===== src/rtl/mem_result_drain.sv =====
// -----------------------------------------------------------------------------
// mem_result_drain
//
// Unloads NUM_WORDS results from result memory B and presents them as a
// valid/ready byte stream, followed by one checksum beat flagged Last. The
// checksum is the two's-complement negation of the modular sum of the data
// beats, so the sum of every beat in a run (checksum included) is zero.
//
// Ports:
//   Clk      in   single clock, rising-edge
//   Reset    in   asynchronous, active-low reset
//   Start    in   one-cycle drain request, honoured only when idle
//   RdAddr   out  memory B read address
//   RdData   in   memory B read data, combinational from RdAddr
//   DataOut  out  stream data (registered)
//   Valid    out  stream data valid
//   Ready    in   consumer accepts the beat on Valid && Ready at a rising edge
//   Last     out  marks the checksum beat
//   Busy     out  high whenever a run is in progress
//   Done     out  one-cycle pulse after the checksum beat is accepted
// -----------------------------------------------------------------------------
module mem_result_drain #(
    parameter int DATA_WIDTH = 8,
    parameter int ADDR_WIDTH = 2,
    parameter int NUM_WORDS  = 4   // legal range 1 .. 2**ADDR_WIDTH
) (
    input  logic                  Clk,
    input  logic                  Reset,
    input  logic                  Start,
    output logic [ADDR_WIDTH-1:0] RdAddr,
    input  logic [DATA_WIDTH-1:0] RdData,
    output logic [DATA_WIDTH-1:0] DataOut,
    output logic                  Valid,
    input  logic                  Ready,
    output logic                  Last,
    output logic                  Busy,
    output logic                  Done
);

    localparam logic [ADDR_WIDTH-1:0] LAST_IDX = ADDR_WIDTH'(NUM_WORDS - 1);

    typedef enum logic [2:0] {
        IDLE,
        LOAD,
        SEND,
        CSUM,
        DONE
    } stateT;

    stateT                 state;
    stateT                 stateNext;
    logic [ADDR_WIDTH-1:0] wordIdx;   // doubles as the read address
    logic [DATA_WIDTH-1:0] sum;
    logic [DATA_WIDTH-1:0] dataReg;

    // NOTE: state registers use non-blocking assignments so every flop samples
    // the pre-edge value of every other flop, independent of process order.
    always_ff @(posedge Clk or negedge Reset) begin
        if (!Reset) begin
            state <= IDLE;
        end else begin
            state <= stateNext;
        end
    end

    // Next-state and stream-control decode. Valid/Last/Busy/Done depend on
    // state only, so Ready never reaches Valid combinationally.
    always_comb begin
        // NOTE: every output of this block gets a default first; a path that
        // skipped an assignment would otherwise infer a latch.
        stateNext = state;
        Valid     = 1'b0;
        Last      = 1'b0;
        Busy      = 1'b1;
        Done      = 1'b0;
        unique case (state)
            IDLE: begin
                Busy = 1'b0;
                if (Start) begin
                    stateNext = LOAD;
                end
            end
            LOAD: begin
                stateNext = SEND;
            end
            SEND: begin
                Valid = 1'b1;
                if (Ready) begin
                    stateNext = (wordIdx == LAST_IDX) ? CSUM : LOAD;
                end
            end
            CSUM: begin
                Valid = 1'b1;
                Last  = 1'b1;
                if (Ready) begin
                    stateNext = DONE;
                end
            end
            DONE: begin
                Done      = 1'b1;
                stateNext = IDLE;
            end
            default: begin
                stateNext = IDLE;
            end
        endcase
    end

    // Datapath: word index, running sum and the output data register.
    always_ff @(posedge Clk or negedge Reset) begin
        if (!Reset) begin
            wordIdx <= '0;
            sum     <= '0;
            dataReg <= '0;
        end else begin
            case (state)
                IDLE: begin
                    // Parked at zero so the first LOAD reads word 0.
                    wordIdx <= '0;
                    sum     <= '0;
                end
                LOAD: begin
                    dataReg <= RdData;
                    sum     <= sum + RdData;
                end
                SEND: begin
                    if (Ready) begin
                        if (wordIdx == LAST_IDX) begin
                            // sum already includes the beat being accepted.
                            dataReg <= '0 - sum;
                        end else begin
                            wordIdx <= wordIdx + ADDR_WIDTH'(1);
                        end
                    end
                end
                default: begin
                end
            endcase
        end
    end

    assign RdAddr  = wordIdx;
    assign DataOut = dataReg;

endmodule


===== config.mk =====
export PLATFORM = sky130hd
export DESIGN_NAME = mem_result_drain
export DESIGN_NICKNAME = d
export VERILOG_FILES = /design/src/rtl/mem_result_drain.sv
export SDC_FILE = /design/constraint.sdc
export NUM_CORES = 1
export LEC_CHECK = 0
export ABC_AREA = 1
export BUFFER_PORTS_ARGS = -buffer_cell sky130_fd_sc_hd__buf_2
export CAP_MARGIN = 20
export CORE_ASPECT_RATIO = 1.75
export CORE_MARGIN = 1
export CORE_UTILIZATION = 59
export DETAILED_ROUTE_END_ITERATION = 16
export GPL_TIMING_DRIVEN = 0
export HOLD_SLACK_MARGIN = 0.1
export PLACE_DENSITY = 0.87
export SETUP_SLACK_MARGIN = 0.1
export SYNTH_ARGS = -nofsm -noshare
export SYNTH_HDL_FRONTEND = slang
export SYNTH_SLANG_ARGS = --single-unit

===== constraint.sdc =====
create_clock -name Clk -period 2.43 [get_ports Clk]
set_clock_uncertainty 0.1 [all_clocks]
set_input_delay 0.486 -clock Clk [delete_from_list [all_inputs] [get_ports Clk]]
set_output_delay 0.486 -clock Clk [all_outputs]
set_load 0.02 [all_outputs]

==> key figures <==
Global routing
  • Initial antenna violation count: 0
  • GR Util All Layers: 0.277
  • Largest net degree at the start of global routing: 22
  • Vias in the first global route: 1262
  • Total gr overflow: 0
  • First-pass GRT wire length: 5270 µm

Logic synthesis
  • Commonest cells in the synthesized netlist: 74 x nand2_1, 38 x inv_1, 21 x dfrtp_1
  • Top_reg_cell synth: dfrtp_1
  • Synth top area share: 0.358
  • Synth cell types: 22
  • Post-synthesis mux area share: 0
  • Seq/Total Area, Yosys: 0.358
  • Yosys warns: 0
  • Synth area leaders: dfrtp_1 36%, nand2_1 19%, inv_1 9.7%
  • Mapped Cells: 212
  • Synth Area in Simple Gates: 0.344
  • Most common cell in the netlist: nand2_1
  • Adder-Cell Fraction of Synth Area: 0.0903
  • Post-synthesis compound-gate area fraction: 0.0801
  • Post-synth EDFFs: 0
  • Fraction of registers with async set/reset: 1.00
  • Area leader, netlist: dfrtp_1
  • Cell area after synthesis: 1470 µm²
  • FF+latch count, synth: 21
  • Syn Nets: 234
  • Avg Cell Area, Syn: 6.93 µm²
  • Post-synthesis xor/xnor area fraction: 0.0179
  • Largest family of logic cells by synthesized area: simple AND/OR/NAND/NOR gates

Clock tree
  • Post-CTS setup repair buffer count: 0
  • Inserted Clock Buffers: 3
  • Cts hold-fix bufs: 1
  • Max Buffers Root-to-Sink: 2
  • Root Buffer: clkbuf_8
  • H-tree level count: 1
  • CTS clk-pin slew, worst paths: 0.08 ns
  • Sink Count: 21
  • CTS tree: done
  • Worst skew pair latency: 0.26 ns
  • Post-cts resize count: 0

Routing
  • Drt drc: 0
  • Post-route ant nets: 0
  • 1st-iter DRT viols: 64
  • DR vias: 1387
  • TritonRoute pass-1 iters: 4
  • Drt wl/cell: 11.8 µm
  • Drt total wl: 3160 µm
  • Vias/cell: 5.19

Power and ir drop
  • VDD IR max: 0.000547 V
  • Leak pwr: 1.01 nW
  • P per Cell Area: 1240 nW/µm²

Job
  • MaxCap Viol Count: 0

Place
  • Placement Cell Area: 1630 µm²
  • GP Congestion: 0.864
  • Hpwl dp: 2470 µm
  • Port bufs: 25

Setup path
  • Critical Path Start: state[1]
  • Setup crit end: Busy
  • CP startpoint kind: register
  • Crit-path max FO: 8
  • Critical Setup Path Class: register to output pin
  • Setup crit end kind: output pin
  • R2R Path Start: state[1]
  • Reg2Reg Setup Slack: 0.81 ns
  • Capture point of the worst reg-to-reg path: DataOut[0]
  • Worst path required time: 1.84 ns
  • R2R cell count: 7
  • Arr. time, crit path: 1.40 ns

Timing
  • Fmax: 0.503 GHz
  • Max-slew headroom: 0.692
  • Period utilization: 0.818
  • Setup violators final: 0
  • Setup tns final: 0 ns
  • Post-route minimum period: 1.99 ns
  • Max-slew violations: 0
  • Endpoints failing hold: 0
  • Worst-Margin Slew: 0.462 ns
  • RSZ-0062 raised after global routing: false

Floorplan
  • Ports: 26
  • Core area: 2330 µm²
  • # rows: 23
  • Chip Height: 68.0 µm
  • Die area: 2700 µm²
  • Starting Density: 0.630
  • Chip Width: 39.7 µm

Cells and area
  • Area growth, synth to finish: 14.5%
  • Final Cell Area: 1680 µm²
  • Final nets: 265
  • # fillers: 212
  • Layout cell share with drive strength beyond 1: 0.169
  • Antenna cells: 0

Min path
  • Hold/Removal Path Class: register to register
  • Worst hold stages: 2

Status
  • Status: completed
-- placed cells by master (no fill, tap or decap) --
cell and n:
or2_2 3, nor3_1 1, nor2_1 10, dfrtp_1 21, nand2_4 1, a21oi_2 1
a21oi_1 5, nand4_1 3, fa_1 1, o21ai_0 13, xor2_1 2, buf_2 25
o22ai_1 3, inv_1 38, clkinv_2 1, nand3_1 19, ha_1 9, nor2_4 2
clkbuf_8 3, nor2_2 1, xnor2_1 1, nand2_2 2, nand2_1 74, buf_6 1
dlygate4sd3_1 1, buf_4 1
-- metrics by stage --
step | power, mW | utilization | std cells | hold slack (ns) | setup WS [ns]
5_1_grt | 2.30 | 0.721 | 267 | 0.392 | 0.373
2_1_floorplan | 1.54 | - | 212 | 0.0904 | 0.789
6_report | 2.09 | 0.721 | 267 | 0.375 | 0.441
3_5_place_dp | 1.85 | 0.697 | 262 | 0.361 | 0.577
3_3_place_gp | 1.81 | 0.697 | 262 | 0.357 | 0.588
4_1_cts | 2.09 | 0.721 | 267 | 0.382 | 0.458
-- power breakdown --
part           switching (mW)  leakage, nW  internal (mW)
sequential              0.122        0.270          0.493
combinational           0.805        0.713          0.437
clock                   0.119       0.0255          0.114
total                    1.05         1.01           1.04
-- cell families (layout without fill, tap and decap cells) --
| logic type | Yosys count | count (layout) |
|---|---|---|
| AND/OR/NAND/NOR | 116 | 116 |
| adder cells (fa/ha/maj) | 10 | 10 |
| XOR/XNOR | 3 | 3 |
| AO/OA/AOI/OAI | 22 | 22 |
| flip-flops | 21 | 21 |
| buffers and inverters | 40 | 70 |
-- per-layer routing --
| layer | global-route usage | vias up | part of all wire |
|---|---|---|---|
| li1 | - | 726 | - |
| met5 | 0 | - | 0 |
| met4 | 0.116 | 0 | 0.017 |
| met2 | 0.506 | 30 | 0.56 |
| met1 | 0.307 | 625 | 0.40 |
| met3 | 0.0227 | 6 | 0.028 |
-- registers in the layout (all words and copies together), names as in the netlist --
| register | count |
|---|---|
| DataOut | 8 |
| state | 3 |
| RdAddr | 2 |
| sum | 8 |
-- critical path, stage by stage, from the launching register on --
cell and delay, ns:
dfrtp_1 0.44, nor2_2 0.40, nand2_1 0.11, buf_2 0.18
-- worst min-delay path by stage --
stage / startpoint / endpoint / slack [ns]
after floorplan: Reset / DataOut[0] / 0.09
after CTS: DataOut[7] / DataOut[7] / 0.38
after global routing: DataOut[7] / DataOut[7] / 0.39
after detailed placement: Reset / DataOut[0] / 0.36
final: DataOut[3] / DataOut[3] / 0.38
after global placement: Reset / DataOut[0] / 0.36
-- final cells by class --
class | count | area [µm²] | share of cell area
Buffer | 2 | 18.8 | 0.0112
Clock buffer | 3 | 41.3 | 0.0246
Clock inverter | 1 | 5.00 | 0.00298
Inverter | 38 | 143 | 0.0848
Multi-Input combinational cell | 151 | 782 | 0.465
Sequential cell | 21 | 526 | 0.313
Tap cell | 25 | 31.3 | 0.0186
Timing Repair Buffer | 26 | 135 | 0.0804
Note: power is estimated with default switching activity, not from simulation.
